==> config.mk <==
export PLATFORM = sky130hd
export DESIGN_NAME = led_bank
export DESIGN_NICKNAME = d
export VERILOG_FILES = /design/src/rtl/led_pkg.sv /design/src/rtl/led_chan.sv /design/src/rtl/led_bank.sv
export SDC_FILE = /design/constraint.sdc
export NUM_CORES = 1
export LEC_CHECK = 0
export ABC_AREA = 1
export CAP_MARGIN = 20
export CELL_PAD_IN_SITES_DETAIL_PLACEMENT = 1
export CELL_PAD_IN_SITES_GLOBAL_PLACEMENT = 2
export CORE_MARGIN = 2
export CORE_UTILIZATION = 38
export CTS_CLUSTER_SIZE = 20
export DETAILED_ROUTE_END_ITERATION = 8
export HOLD_SLACK_MARGIN = 0.03
export PLACE_DENSITY = 0.93
export REMOVE_ABC_BUFFERS = 1
export SETUP_SLACK_MARGIN = 0.1
export SLEW_MARGIN = 5
export SYNTH_ARGS = -nofsm -noshare
export SYNTH_HDL_FRONTEND = slang
export SYNTH_SLANG_ARGS = --single-unit
==> constraint.sdc <==
create_clock -name clk100 -period 5.1 [get_ports clk100]
set_input_delay 1.275 -clock clk100 [delete_from_list [all_inputs] [get_ports clk100]]
set_output_delay 1.275 -clock clk100 [all_outputs]
set_load 0.01 [all_outputs]
==> src/rtl/led_pkg.sv <==
`default_nettype none
// ============================================================================
// Module      : led_pkg
// Description : Shared types and reset constants for the LED bank.
// Revision    : 1.0 - initial release
// ============================================================================
package led_pkg;

    typedef enum logic [1:0] {
        LED_OFF   = 2'd0,
        LED_ON    = 2'd1,
        LED_BLINK = 2'd2,
        LED_PWM   = 2'd3
    } led_mode_t;

    localparam led_mode_t LED_RST_MODE = LED_BLINK;

endpackage
`default_nettype wire

==> src/rtl/led_chan.sv <==
`default_nettype none
// ============================================================================
// Module      : led_chan
// Description : One LED channel: config registers, free-running counter,
//               clamped blink tap, PWM comparator and registered output.
// Revision    : 1.0 - initial release
// ============================================================================
module led_chan
    import led_pkg::*;
#(
    parameter int DIV_W    = 5,
    parameter int PWM_W    = 8,
    parameter int CNT_W    = 32,
    parameter int TAP_BASE = 22
) (
    input  logic             clk100,
    input  logic             rst,
    input  logic             wr_i,
    input  logic [1:0]       mode_i,
    input  logic [DIV_W-1:0] div_i,
    input  logic [PWM_W-1:0] duty_i,
    output logic             led_o,
    output logic             busy_o
);

    // Tap index width; the sum is formed wider so TAP_BASE + div never wraps
    // before the clamp.
    localparam int c_tap_w = $clog2(CNT_W) + 1;
    localparam int c_sum_w = ((DIV_W > c_tap_w) ? DIV_W : c_tap_w) + 1;
    localparam logic [c_sum_w-1:0] c_tap_base = c_sum_w'(TAP_BASE);
    localparam logic [c_sum_w-1:0] c_tap_max  = c_sum_w'(CNT_W - 1);

    led_mode_t          r_mode_q, w_mode_d;
    logic [DIV_W-1:0]   r_div_q,  w_div_d;
    logic [PWM_W-1:0]   r_duty_q, w_duty_d;
    logic [CNT_W-1:0]   r_cnt_q,  w_cnt_d;
    logic               r_led_q,  w_led_d;
    logic               r_busy_q, w_busy_d;

    logic [c_sum_w-1:0] w_tap_sum;
    logic [c_tap_w-1:0] w_tap;
    logic [CNT_W-1:0]   w_cnt_shift;

    // Blink tap: TAP_BASE + div, clamped to the counter MSB.
    always_comb begin
        w_tap_sum = c_tap_base + c_sum_w'(r_div_q);
        if (w_tap_sum > c_tap_max) begin
            w_tap = c_tap_w'(c_tap_max);
        end else begin
            w_tap = c_tap_w'(w_tap_sum);
        end
        w_cnt_shift = r_cnt_q >> w_tap;
    end

    // Next LED value from the pre-edge channel state.
    always_comb begin
        w_led_d = 1'b0;
        case (r_mode_q)
            LED_OFF:   w_led_d = 1'b0;
            LED_ON:    w_led_d = 1'b1;
            LED_BLINK: w_led_d = w_cnt_shift[0];
            LED_PWM:   w_led_d = (r_cnt_q[PWM_W-1:0] < r_duty_q);
            default:   w_led_d = 1'b0;
        endcase
    end

    // Config load on write; counter free-runs and restarts on every write.
    always_comb begin
        w_mode_d = r_mode_q;
        w_div_d  = r_div_q;
        w_duty_d = r_duty_q;
        w_cnt_d  = r_cnt_q + CNT_W'(1);
        w_busy_d = 1'b0;
        if (wr_i) begin
            w_mode_d = led_mode_t'(mode_i);
            w_div_d  = div_i;
            w_duty_d = duty_i;
            w_cnt_d  = '0;
            w_busy_d = 1'b1;
        end
    end

    // State registers; reset wins over a same-edge write.
    always_ff @(posedge clk100) begin
        if (rst) begin
            r_mode_q <= LED_RST_MODE;
            r_div_q  <= '0;
            r_duty_q <= '0;
            r_cnt_q  <= '0;
            r_led_q  <= 1'b0;
            r_busy_q <= 1'b0;
        end else begin
            r_mode_q <= w_mode_d;
            r_div_q  <= w_div_d;
            r_duty_q <= w_duty_d;
            r_cnt_q  <= w_cnt_d;
            r_led_q  <= w_led_d;
            r_busy_q <= w_busy_d;
        end
    end

    assign led_o  = r_led_q;
    assign busy_o = r_busy_q;

endmodule
`default_nettype wire

==> src/rtl/led_bank.sv <==
`default_nettype none
// ============================================================================
// Module      : led_bank
// Description : Multi-channel LED driver: write-select decode feeding an
//               array of independent led_chan instances.
// Revision    : 1.0 - initial release
// ============================================================================
module led_bank
    import led_pkg::*;
#(
    parameter int NUM_LED  = 2,
    parameter int DIV_W    = 5,
    parameter int PWM_W    = 8,
    parameter int CNT_W    = 32,
    parameter int TAP_BASE = 22,
    parameter int SEL_W    = (NUM_LED > 1) ? $clog2(NUM_LED) : 1
) (
    input  logic               clk100,
    input  logic               rst,
    input  logic               wren_i,
    input  logic [SEL_W-1:0]   sel_i,
    input  logic [1:0]         mode_i,
    input  logic [DIV_W-1:0]   div_i,
    input  logic [PWM_W-1:0]   duty_i,
    output logic [NUM_LED-1:0] led_o,
    output logic [NUM_LED-1:0] busy_o
);

    logic [NUM_LED-1:0] w_wr;

    // One channel per LED; a select value with no matching channel hits none.
    for (genvar i = 0; i < NUM_LED; i++) begin : g_chan
        assign w_wr[i] = wren_i && (sel_i == SEL_W'(i));

        led_chan #(
            .DIV_W    (DIV_W),
            .PWM_W    (PWM_W),
            .CNT_W    (CNT_W),
            .TAP_BASE (TAP_BASE)
        ) u_chan (
            .clk100 (clk100),
            .rst    (rst),
            .wr_i   (w_wr[i]),
            .mode_i (mode_i),
            .div_i  (div_i),
            .duty_i (duty_i),
            .led_o  (led_o[i]),
            .busy_o (busy_o[i])
        );
    end

endmodule
`default_nettype wire
# == Yosys cells after proc, flatten, opt, wreduce, memory -nomap -nowiden ==
# Cells that the tools add are included.
# classes
add_sub_neg,4
n_mul,0
div_mod_pow,0
magnitude_cmp,4
eq_ne,6
shift,2
mux,6
n_bitwise,1
reduce_logical,6
# op_table
operator,n
"32-bit by 1-bit adder with 32-bit output, second input constant",2
32-bit by 6-bit >> shifter with 1-bit output,2
8-bit less-than comparator,2
"7-bit by 5-bit greater-than comparator with 1-bit output, second input constant",2
"5-bit by 5-bit adder with 6-bit output, first input constant",2
6-bit 2-to-1 mux,2
"2-bit equality test, second input constant",4
1-bit case mux with 4 select lines,2
"2-bit by 1-bit equality test with 1-bit output, second input constant",2
2-bit logical NOT,2
2-bit OR reduction,2
1-bit logical AND,2
1-bit 2-to-1 mux,2
1-bit NOT,1
# word_totals
reg_bits,98
latchBits,0
mem_bits_rw,0
romBits,0
output_inout_bits,4
wordCells,41
mem_count,0

# == Longest topological paths before layout ==
# Gate-level depths: netlist of run 1.
# logic_depth
word_depth,5
depth_mapped,16

# == Modules after synthesis ==
# A second synthesis of run 1 with hierarchy kept.
# hier_totals
hier_cells,756
hier_area_um2,5247.5
# by_module_without_submodules
module,n_inst,cells_each,area_per_inst_um2,seq_area_each_um2
led_chan,2,376,2615.0,980.9
led_bank,1,4,17.5,0.0

# == Least setup slack after synthesis of run 1 ==
# No wires, ideal clock.
# synth_path
path_kind,input to register
startpoint,input port wren_i
endpoint,register g_chan[0].u_chan.r_duty_q[6]
t_arrival_ns,2.247
required_ns,4.966
path_slack_ns,2.720
path_stages,7
path_buffers,2
path_cell_list,inv_1 > nor2_1 > nor2_1 > inv_1 > clkbuf_1 > buf_1 > o22ai_1
# synth_via
elab_chain_cells,1
# synth_rtl
element,line,source
"start, declared",led_bank.sv:20,"input logic wren_i,"
1-bit logical AND,led_bank.sv:33,assign w_wr[i] = wren_i && (sel_i == SEL_W'(i));
"end signal, assigned",led_chan.sv:95,r_duty_q <= w_duty_d;
"end, declared",led_chan.sv:35,"logic [PWM_W-1:0] r_duty_q, w_duty_d;"
# Every way passes these cells.
# A chain may end at the register's enable or synchronous reset.

# == Final worst setup path of run 1 ==
# layout_path
startpoint,input port wren_i
endpoint,register g_chan[0].u_chan.r_cnt_q[4]
# layout_via
elab_chain_cells,2
# layout_rtl
element,line,source
1-bit logical AND,led_bank.sv:33,
2-bit OR reduction (no line),-,
"end signal, assigned",led_chan.sv:96,r_cnt_q <= w_cnt_d;
"end, declared",led_chan.sv:36,"logic [CNT_W-1:0] r_cnt_q, w_cnt_d;"
# Every way passes these cells.

==> results of run 1 <==
[final timing paths]
path	end	depth (start not counted)	slack [ps]	start
hold / removal	g_chan[1].u_chan.r_div_q[4]$_SDFFE_PP0P_	2	470	g_chan[1].u_chan.r_div_q[4]$_SDFFE_PP0P_
setup / recovery	g_chan[0].u_chan.r_cnt_q[4]$_SDFF_PP0_	8	2150	wren_i
setup reg to reg	g_chan[0].u_chan.led_o$_SDFF_PP0_	13	2770	g_chan[0].u_chan.r_div_q[1]$_SDFFE_PP0P_
hold reg to reg	g_chan[1].u_chan.r_div_q[4]$_SDFFE_PP0P_	2	470	g_chan[1].u_chan.r_div_q[4]$_SDFFE_PP0P_
[Yosys cell counts (all sizes together)]
| cell type | number | area share |
|---|---|---|
| nand3 | 55 | 0.060 |
| or2 | 3 | 0.0036 |
| clkbuf | 8 | 0.0058 |
| inv | 128 | 0.093 |
| clkinv | 2 | 0.0015 |
| and2 | 1 | 0.0012 |
| nand2 | 130 | 0.097 |
| and3 | 2 | 0.0024 |
| a21oi | 48 | 0.047 |
| xor2 | 5 | 0.0085 |
| nor4 | 6 | 0.0085 |
| dfxtp | 98 | 0.38 |
| ha | 20 | 0.049 |
| o22ai | 24 | 0.029 |
| a22oi | 2 | 0.0029 |
| buf | 8 | 0.0092 |
| o211ai | 8 | 0.012 |
| xnor2 | 3 | 0.0051 |
| nor2 | 85 | 0.073 |
| o21a | 7 | 0.010 |
| nand4 | 14 | 0.019 |
| a31oi | 1 | 0.0012 |
| nand3b | 1 | 0.0015 |
| nor3 | 32 | 0.035 |
| o21ai | 35 | 0.034 |
| nor3b | 5 | 0.0092 |
[layout make-up]
class	instances	area, µm²
Clock buffer	11	243
Tap cell	176	220
Clock inverter	5	38.8
Fill cell	1727	7400
Multi-Input combinational cell	487	2630
Sequential cell	98	1960
Inverter	130	488
Timing Repair Buffer	25	263
[metrics by stage]
| step | hold slack (ps) | area, µm² | utilization | power (mW) |
|---|---|---|---|---|
| 4_1_cts | 477 | 5820 | 0.439 | 1.63 |
| 5_1_grt | 503 | 5840 | 0.441 | 1.69 |
| 2_1_floorplan | 426 | 5080 | - | 0.913 |
| 6_report | 470 | 5840 | 0.441 | 1.61 |
| 3_3_place_gp | 445 | 5530 | 0.418 | 0.968 |
| 3_5_place_dp | 459 | 5530 | 0.418 | 0.975 |
[metal layers]
layer  vias to the layer above  global-route usage  part of all wire
li1                       2427                   -                 -
met2                        21               0.349              0.51
met3                         6              0.0439             0.015
met4                         0              0.0509            0.0096
met1                      2278               0.240              0.46
met5                         -                   0                 0
[power by group through the flow]
stage          logic, mW  registers [mW]  clock network [mW]
6_report           0.167           0.792               0.647
4_1_cts            0.167           0.792               0.666
3_5_place_dp       0.165           0.810                   0
2_1_floorplan      0.105           0.808                   0
5_1_grt            0.190           0.794               0.707
3_3_place_gp       0.159           0.809                   0
[flip-flops by register name, summed over array words and instances, names as in the netlist]
register	cells
g_chan.u_chan.r_duty_q	16
g_chan.u_chan.led_o	2
g_chan.u_chan.r_cnt_q	64
g_chan.u_chan.busy_o	2
g_chan.u_chan.r_mode_q	4
g_chan.u_chan.r_div_q	10
[logic make-up (layout without fill, tap and decap cells)]
logic type	Yosys count	after routing	share of synthesized area
flip-flops	98	98	0.380
XOR/XNOR	8	8	0.0136
adder cells (fa/ha/maj)	20	20	0.0485
AO/OA/AOI/OAI	125	125	0.136
buffers and inverters	146	171	0.110
AND/OR/NAND/NOR	334	334	0.311
[critical path: cells and delay by family]
kind | cells | cell delay, ps
AO/OA/AOI/OAI | 1 | 150
buffers and inverters | 4 | 1430
AND/OR/NAND/NOR | 3 | 320
==> metrics.md, run 1 <==
| Metric | Value |
|---|---|
| Status | complete, no violations |
| # rows | between 40 and 50 |
| Pre-antenna DRT Iters | 4 |
| CTS Sinks | 98 |
| CP Class | input pin to flop |
| Initial Util | 0.389 |
| Clock Latency Late Sink | 350 ps |
| Worst setup EP type | flop |
| Most frequent cells in the layout | nand2_1, inv_1, dfxtp_1 |
| Crit Path Max Fanout | 29 |
| Setup TNS Final | 0 ps |
| First-pass GRT wire length | 23.0 mm |
| Vias per std cell | 5.08 |
| Worst-case clock skew | 11.2 ps |
| Fin crit share | 0.578 |
| Fin crit period | 2950 ps |
| Share of cells above drive strength 1 | 0.0820 |
| Clock network power share | 0.403 |
| Antenna-violating nets left | 0 |
| DP Wirelength | 10.3 mm |
| Area grow syn2layout | 13.3% |
| Hold_buf cts | 0 |
| Setup WS post-layout | 2150 ps |
| Largest net degree at the start of global routing | 33 |
| Worst-path cell chain | clkdlybuf4s50_1 > inv_1 > nor2_1 > nor2_1 > buf_4 > inv_1 > nor2_1 > o21a_1 |
| Clock-pin slew on the worst setup and hold paths | 70 ps |
| Vias | 4732 |
| YS warnings | 0 |
| Antenna cell count | 0 |
| H-tree levels | 3 |
| Syn avg cell area | 7.05 µm² |
| Commonest non-fill, non-tap cell in the layout | nand2_1 |
| Post-layout nets | 790 |
| Flop pwr share | 0.493 |
| Dpl ws | 1710 ps |
| Drt total wl | 13.4 mm |
| Total congestion overflow | 0 |
| CTS tree | done |
| Max Buffers Root-to-Sink | 2 |
| CP required | 5340 ps |
| Synth cell types | 41 |
| Max Freq | 339 MHz |
| Residual DRC | 0 |
| Cells resized by post-CTS repair | 0 |
| CTS buffer count | 9 |
| Mapped Cells | 731 |
| Port buffer count | 22 |
| Worst Hold Class | flop to flop |
| Final cell count without fillers | 932 |
| Fin. Hold Viols | 0 |
| Slew @ Worst Pin | 961 ps |
| Post-CTS Setup Inserts | 0 |
| I/O Pins | 23 |
| Placed Cells | 915 |
| Die ar. | roughly 15000 µm² |
| Global placer's final weighted congestion | 0.806 |
| Post-DR wirelength/cell | 14.4 µm |
| Internal power | roughly 1.2 mW |
| Netlist Area Pre-Place | slightly above 5000 µm² |
| Most used cell, CP | nor2_1 |
| CP peak stage delay | 710 ps |
| Power per cell area | 275 nW/µm² |
| DRT iter0 DRCs | 207 |
| Critical path arrival | 3190 ps |
| Core area | 13200 µm² |
| Combinational share of power | 0.104 |
| Net Sw Frac | 0.256 |
| RSZ-0062 raised after global routing | no |
| Max_cap viols | 0 |
| CP max-delay cell | inv_1 |
| Peak VDD IR | 0.193 mV |
| Vias in the first global route | ~4.8k |
| Startpoint Class | input pin |
| Net switching power | 0.412 mW |
| Flops & latches, synth | 98 |
| Pleak | between 2 and 2.5 nW |
| Final slew viol count | 0 |
| GRT Util Overall | 0.197 |
| Die Y | 120 µm |
| Slew margin rel. | 0.359 |
| CTS Root Cell | clkbuf_16 |
| Die X-Extent | 120 µm |
| Final setup viols | 0 |
| Seq/Total Area, Yosys | 0.380 |
| Antenna violations before repair | 0 |
Note: power is estimated with default switching activity, not from simulation.
==> run 2: changes to the inputs <==
--- a/config.mk
+++ b/config.mk
@@ -10,11 +10,11 @@
 export CELL_PAD_IN_SITES_DETAIL_PLACEMENT = 1
 export CELL_PAD_IN_SITES_GLOBAL_PLACEMENT = 2
 export CORE_MARGIN = 2
-export CORE_UTILIZATION = 38
+export CORE_UTILIZATION = 35
 export CTS_CLUSTER_SIZE = 20
 export DETAILED_ROUTE_END_ITERATION = 8
 export HOLD_SLACK_MARGIN = 0.03
-export PLACE_DENSITY = 0.93
+export PLACE_DENSITY = 0.87
 export REMOVE_ABC_BUFFERS = 1
 export SETUP_SLACK_MARGIN = 0.1
 export SLEW_MARGIN = 5
==> constraint.sdc (replaced) <==
create_clock -name clk100 -period 2.98 [get_ports clk100]
set_input_delay 0.745 -clock clk100 [delete_from_list [all_inputs] [get_ports clk100]]
set_output_delay 0.745 -clock clk100 [all_outputs]
set_load 0.01 [all_outputs]
==> metrics.md, run 2 (synthesis gave the netlist of run 1 again) <==
| Metric | Value |
|---|---|
| I/O Pins | 23 (unchanged) |
| H-tree levels | 3 (unchanged) |
| Slew @ Worst Pin | 529 ps (-432 ps) |
| Final setup viols | 0 (unchanged) |
| Clock-pin slew on the worst setup and hold paths | 60 ps (about the same) |
| Placed Cells | 925 (+1.1%) |
| Fin crit period | 2310 ps |
| Vias | 4734 (+0.042%) |
| Max FFs per register | 64 (unchanged) |
| RSZ-0062 raised after global routing | no |
| CTS tree | done |
| CP required | 3210 ps (-2130 ps) |
| Core area | 14500 µm² (+9.3%) |
| Die X-Extent | 125 µm (+4.1%) |
| Largest net degree at the start of global routing | 24 (-27%) |
| CP top delay family | simple AND/OR/NAND/NOR gates |
| Share of cells above drive strength 1 | 0.0821 (+0.000109) |
| Crit Path Max Fanout | 17 (-41%) |
| DP Wirelength | 10.8 mm (+4.9%) |
| Port buffer count | 22 (unchanged) |
| Final slew viol count | 0 (unchanged) |
| CP Class | flop to flop |
| Initial Util | 0.356 (-0.0332) |
| Cells resized by post-CTS repair | 0 (unchanged) |
| Worst Hold Class | flop to flop |
| Startpoint Class | flop |
| GRT Util Overall | 0.183 (-0.0135) |
| # rows | 44 (+4.8%) |
| Die ar. | 15700 µm² (+8.3%) |
| Most frequent cells in the layout | nand2_1, inv_1, dfxtp_1 |
| Sum of buffers and inverters on the critical path | 3 (-1) |
| Area grow syn2layout | 14.0% |
| Fin crit share | 0.775 |
| CP max-delay cell | a21oi_1 |
| Critical path arrival | 2540 ps (-650 ps) |
| Antenna cell count | 0 (unchanged) |
| Min-delay src | g_chan[1].u_chan.r_cnt_q[0]$_SDFF_PP0_ |
| First-pass GRT wire length | 23.3 mm (+1.3%) |
| Slew margin rel. | 0.647 (+0.288) |
| Power per cell area | 481 nW/µm² (+75%) |
| Antenna-violating nets left | 0 (unchanged) |
| Pleak | 2.26 nW (+1.3%) |
| CTS Root Cell | clkbuf_16 |
| Top reg by flops | g_chan.u_chan.r_cnt_q |
| Worst setup EP type | flop |
| DRT iter0 DRCs | 137 (-34%) |
| CTS buffer count | 9 (unchanged) |
| Max Freq | 433 MHz |
| Drt total wl | 14.0 mm (+4.1%) |
| Pre-antenna DRT Iters | 5 (+1) |
| CP peak stage delay | 350 ps (-360 ps) |
| Clock Latency Late Sink | 350 ps (about the same) |
| Worst-path cell chain | inv_1 > ha_1 > inv_1 > a21oi_1 > nand3_2 > inv_1 > nand2_1 > nand3_1 > nand3_1 > nand3_1 > nand3_1 > nand3_1 > a21oi_1 |
| Vias in the first global route | 4822 (+0.021%) |
| Status | complete, no violations |
| Commonest non-fill, non-tap cell in the layout | nand2_1 |
| CTS Sinks | 98 (unchanged) |
| Post-DR wirelength/cell | 14.9 µm (+3.3%) |
| Hold_buf cts | 0 (unchanged) |
| Final cell count without fillers | 939 (+0.75%) |
| Most used cell, CP | nand3_1 |
| Max_cap viols | 0 (unchanged) |
| Peak VDD IR | 0.243 mV (+26%) |
| Reg2Reg Launch Point | g_chan[1].u_chan.r_div_q[1]$_SDFFE_PP0P_ |
| Post-CTS Setup Inserts | 0 (unchanged) |
| Residual DRC | 0 (unchanged) |
| Fin. Hold Viols | 0 (unchanged) |
| Worst Setup SP | g_chan[1].u_chan.r_div_q[1]$_SDFFE_PP0P_ |
| Top flop regs | g_chan.u_chan.r_cnt_q (64), g_chan.u_chan.r_duty_q (16), g_chan.u_chan.r_div_q (10) |
| Worst-case clock skew | 5.88 ps (-5.31 ps) |
| Die Y | 125 µm (+4.1%) |
| Setup TNS Final | 0 ps (unchanged) |
| Antenna violations before repair | 0 (unchanged) |
| Global placer's final weighted congestion | 0.804 (-0.27%) |
| Post-layout nets | 791 (+0.13%) |
| Vias per std cell | 5.04 (-0.70%) |
| Total congestion overflow | 0 (unchanged) |
| Max Buffers Root-to-Sink | 2 (unchanged) |
[run 2: through the flow]
stage	worst slack, ps	hold WS (ps)	util	cell area [µm²]	power (mW)
5_1_grt	423	502	0.406	5880	2.95
3_3_place_gp	621	443	0.386	5580	1.66
3_5_place_dp	606	451	0.386	5580	1.68
2_1_floorplan	774	426	-	5080	1.56
4_1_cts	635	469	0.406	5880	2.87
6_report	670	471	0.406	5880	2.83
[run 2: worst register-to-register path, stage by stage, from the launching register on]
cell	delay, ps
dfxtp_1	330
inv_1	110
ha_1	180
inv_1	60
a21oi_1	350
nand3_2	350
inv_1	250
nand2_1	70
nand3_1	70
nand3_1	70
nand3_1	100
nand3_1	70
nand3_1	100
a21oi_1	80
[run 2: final timing paths]
| path | to | slack, ps | cells after the start |
|---|---|---|---|
| max reg2reg | g_chan[1].u_chan.led_o$_SDFF_PP0_ | 670 | 13 |
| min | g_chan[1].u_chan.r_cnt_q[0]$_SDFF_PP0_ | 470 | 1 |
| min reg2reg | g_chan[1].u_chan.r_cnt_q[0]$_SDFF_PP0_ | 470 | 1 |
| max | g_chan[1].u_chan.led_o$_SDFF_PP0_ | 670 | 13 |
[run 2: power breakdown]
part           switching (mW)  total, mW  internal [mW]
Sequential             0.0174       1.36           1.34
Combinational           0.176      0.292          0.116
Clock                   0.494       1.18          0.684
Total                   0.687       2.83           2.14
[run 2: metal layers]
layer | GRT usage | wire [µm] | vias to the layer above
met4 | 0.0562 | 215 | 0
met2 | 0.335 | 7190 | 24
met5 | 0 | 0 | -
met3 | 0.0359 | 239 | 14
li1 | - | - | 2430
met1 | 0.216 | 6350 | 2266
[run 2: cell type report]
| class | count | area, µm² |
|---|---|---|
| clock buffer | 11 | 253 |
| clock inverter | 3 | 40.0 |
| fill | 1833 | 8600 |
| inverter | 130 | 488 |
| multi-input combinational | 487 | 2630 |
| sequential | 98 | 1960 |
| tap | 184 | 230 |
| timing repair buffer | 26 | 275 |
==> run 3: changes to the inputs <==
--- a/config.mk
+++ b/config.mk
@@ -10,11 +10,11 @@
 export CELL_PAD_IN_SITES_DETAIL_PLACEMENT = 1
 export CELL_PAD_IN_SITES_GLOBAL_PLACEMENT = 2
 export CORE_MARGIN = 2
-export CORE_UTILIZATION = 35
+export CORE_UTILIZATION = 31
 export CTS_CLUSTER_SIZE = 20
 export DETAILED_ROUTE_END_ITERATION = 8
 export HOLD_SLACK_MARGIN = 0.03
-export PLACE_DENSITY = 0.87
+export PLACE_DENSITY = 0.82
 export REMOVE_ABC_BUFFERS = 1
 export SETUP_SLACK_MARGIN = 0.1
 export SLEW_MARGIN = 5
==> constraint.sdc (replaced) <==
create_clock -name clk100 -period 2.05 [get_ports clk100]
set_input_delay 0.5125 -clock clk100 [delete_from_list [all_inputs] [get_ports clk100]]
set_output_delay 0.5125 -clock clk100 [all_outputs]
set_load 0.01 [all_outputs]
==> metrics.md, run 3 (synthesis gave the netlist of run 1 again) <==
| Metric | Value |
|---|---|
| Largest net degree at the start of global routing | 22 (-8.3%) |
| Fin. Hold Viols | 0 (unchanged) |
| CTS Root Cell | clkbuf_16 |
| Internal power | 3.29 mW (+54%) |
| Crit Path Max Fanout | 5 (-12) |
| Startpoint Class | flop |
| Core area | 16400 µm² (+13%) |
| Initial Util | 0.314 (-0.0418) |
| CP Class | flop to flop |
| Slew @ Worst Pin | 584 ps (+55.4 ps) |
| Final slew viol count | 0 (unchanged) |
| Antenna cell count | 0 (unchanged) |
| Share of cells above drive strength 1 | 0.243 (+0.160) |
| Net Sw Frac | 0.258 (+0.0149) |
| RSZ-0062 raised after global routing | yes |
| Most frequent cells in the layout | nand2_1, inv_1, dfxtp_1 |
| CP required | 2300 ps (-910 ps) |
| Pleak | 2.66 nW (+18%) |
| Hold_buf cts | 0 (unchanged) |
| Vias | 5005 (+5.7%) |
| Worst Hold Class | flop to flop |
| Peak VDD IR | 0.394 mV (+62%) |
| Vias in the first global route | 5312 (+10%) |
| H-tree levels | 3 (unchanged) |
| CTS buffer count | 9 (unchanged) |
| Antenna-violating nets left | 0 (unchanged) |
| DP Wirelength | 10.9 mm (+1.0%) |
| Drt total wl | 15.3 mm (+9.4%) |
| Die X-Extent | 133 µm (+6.1%) |
| Post-layout nets | 846 (+7.0%) |
| Pre-antenna DRT Iters | 4 (-1) |
| Slew margin rel. | 0.607 (-0.0397) |
| Max Freq | 507 MHz (+17%) |
| First-pass GRT wire length | 25.5 mm (+9.2%) |
| Area grow syn2layout | 33.1% |
| Top flop regs | g_chan.u_chan.r_cnt_q (64), g_chan.u_chan.r_duty_q (16), g_chan.u_chan.r_div_q (10) |
| Flop pwr share | 0.445 (-0.035) |
| Port buffer count | 22 (unchanged) |
| Top reg by flops | g_chan.u_chan.r_cnt_q |
| CTS tree | done |
| Combinational share of power | 0.126 (+0.023) |
| Worst-case clock skew | 11.0 ps (+5.13 ps) |
| Final cell count without fillers | 1032 (+9.9%) |
| Die Y | 133 µm (+6.1%) |
| # rows | 47 (+6.8%) |
| Fin crit share | 0.962 (+0.186) |
| Vias per std cell | 4.85 (-3.8%) |
| Commonest non-fill, non-tap cell in the layout | nand2_1 |
| CTS Sinks | 98 (unchanged) |
| Overall power | 4.43 mW (+57%) |
| Max_cap viols | 0 (unchanged) |
| GRT Util Overall | 0.176 (-0.00714) |
| Global placer's final weighted congestion | 0.816 (+1.5%) |
| Critical path arrival | 2220 ps (-320 ps) |
| Residual DRC | 0 (unchanged) |
| Clock Latency Late Sink | 360 ps (about the same) |
| Net switching power | 1.14 mW (+66%) |
| Antenna violations before repair | 0 (unchanged) |
| Power per cell area | 645 nW/µm² (+34%) |
| Total congestion overflow | 0 (unchanged) |
| Worst setup EP type | flop |
| Max FFs per register | 64 (unchanged) |
| Clock-pin slew on the worst setup and hold paths | 70 ps (about the same) |
| Final setup viols | 0 (unchanged) |
| Placed Cells | 976 (+5.5%) |
| Post-DR wirelength/cell | 14.8 µm (-0.45%) |
| Clock network power share | 0.429 (+0.012) |
| DRT iter0 DRCs | 167 (+22%) |
| Die ar. | 17700 µm² (+12%) |
| Max Buffers Root-to-Sink | 2 (unchanged) |
| Fin crit period | 1970 ps (-339 ps) |
| I/O Pins | 23 (unchanged) |
| Status | complete, no violations |
run 3: cell count changes in the layout (fill, tap and decap cells not counted), moves of 8 or more:
cell | before | now
dfxtp_1 | 98 | 85
nand3_4 | 0 | 11
inv_2 | 6 | 16
nand3_1 | 48 | 39
nor2_4 | 4 | 18
nor2_1 | 70 | 61
inv_1 | 122 | 109
dfxtp_2 | 0 | 8
nand2_2 | 5 | 19
buf_4 | 2 | 49
nand2_1 | 125 | 110
run 3: metal layers:
metal	up-vias	routed length (µm)	track usage
li1	2552	-	-
met2	23	7960	0.323
met4	0	174	0.0454
met1	2419	6900	0.212
met5	-	0	0
met3	11	265	0.0314
run 3: cell type report:
cell class	instances	area [µm²]
Clock inverter	7	105
Multi-Input combinational cell	489	3070
Tap cell	220	275
Fill cell	2009	9540
Clock buffer	9	225
Inverter	130	498
Sequential cell	98	1990
Timing Repair Buffer	79	704
run 3: power by group through the flow:
stage	clock [mW]	combinational, mW	sequential (mW)
finish	1.90	0.558	1.97
floorplan	0	0.262	2.01
detailed placement	0	0.447	2.01
global placement	0	0.435	2.01
global route	2.02	0.623	1.98
CTS	1.94	0.486	1.97
run 3: worst max-delay path, stage by stage (launching register included):
cell and delay (ps):
dfxtp_2 330, inv_2 80, ha_2 220, nor2_1 80, nor2_4 140, buf_12 140
buf_6 100, nand3_2 150, nand3_1 140, nand2_1 60, a21oi_1 120, nand2_1 60
nand2_1 50, nand2_1 70, nand2_2 70, a21oi_2 50
run 3: through the flow:
stage          hold slack, ps  cell area, µm²   util  setup slack, ps  setup TNS, ps
2_1_floorplan             426            5080      -             76.1              0
5_1_grt                   508            6860  0.418            -84.0           -534
4_1_cts                   482            6420  0.392             11.0              0
6_report                  489            6860  0.418             78.7              0
3_5_place_dp              454            5740  0.350            -73.8           -191
3_3_place_gp              439            5740  0.350            -21.5          -21.5
run 3: timing repair:
item / CTS / global route
gates cloned: 2 / 1
buffers inserted: 20 / 17
setup endpoints to repair: 22 / 29
pin swaps: 20 / 52
gates resized for setup: 47 / 84
hold endpoints to repair: 0 / 0
run 3: worst paths after layout:
| check | slack, ps | end | cells past startpoint | startpoint |
|---|---|---|---|---|
| max | 80 | g_chan[0].u_chan.led_o$_SDFF_PP0_ | 15 | g_chan[0].u_chan.r_div_q[1]$_SDFFE_PP0P_ |
| min | 490 | g_chan[0].u_chan.r_duty_q[0]$_SDFFE_PP0P_ | 2 | g_chan[0].u_chan.r_duty_q[0]$_SDFFE_PP0P_ |
| max reg2reg | 80 | g_chan[0].u_chan.led_o$_SDFF_PP0_ | 15 | g_chan[0].u_chan.r_div_q[1]$_SDFFE_PP0P_ |
| min reg2reg | 490 | g_chan[0].u_chan.r_duty_q[0]$_SDFFE_PP0P_ | 2 | g_chan[0].u_chan.r_duty_q[0]$_SDFFE_PP0P_ |
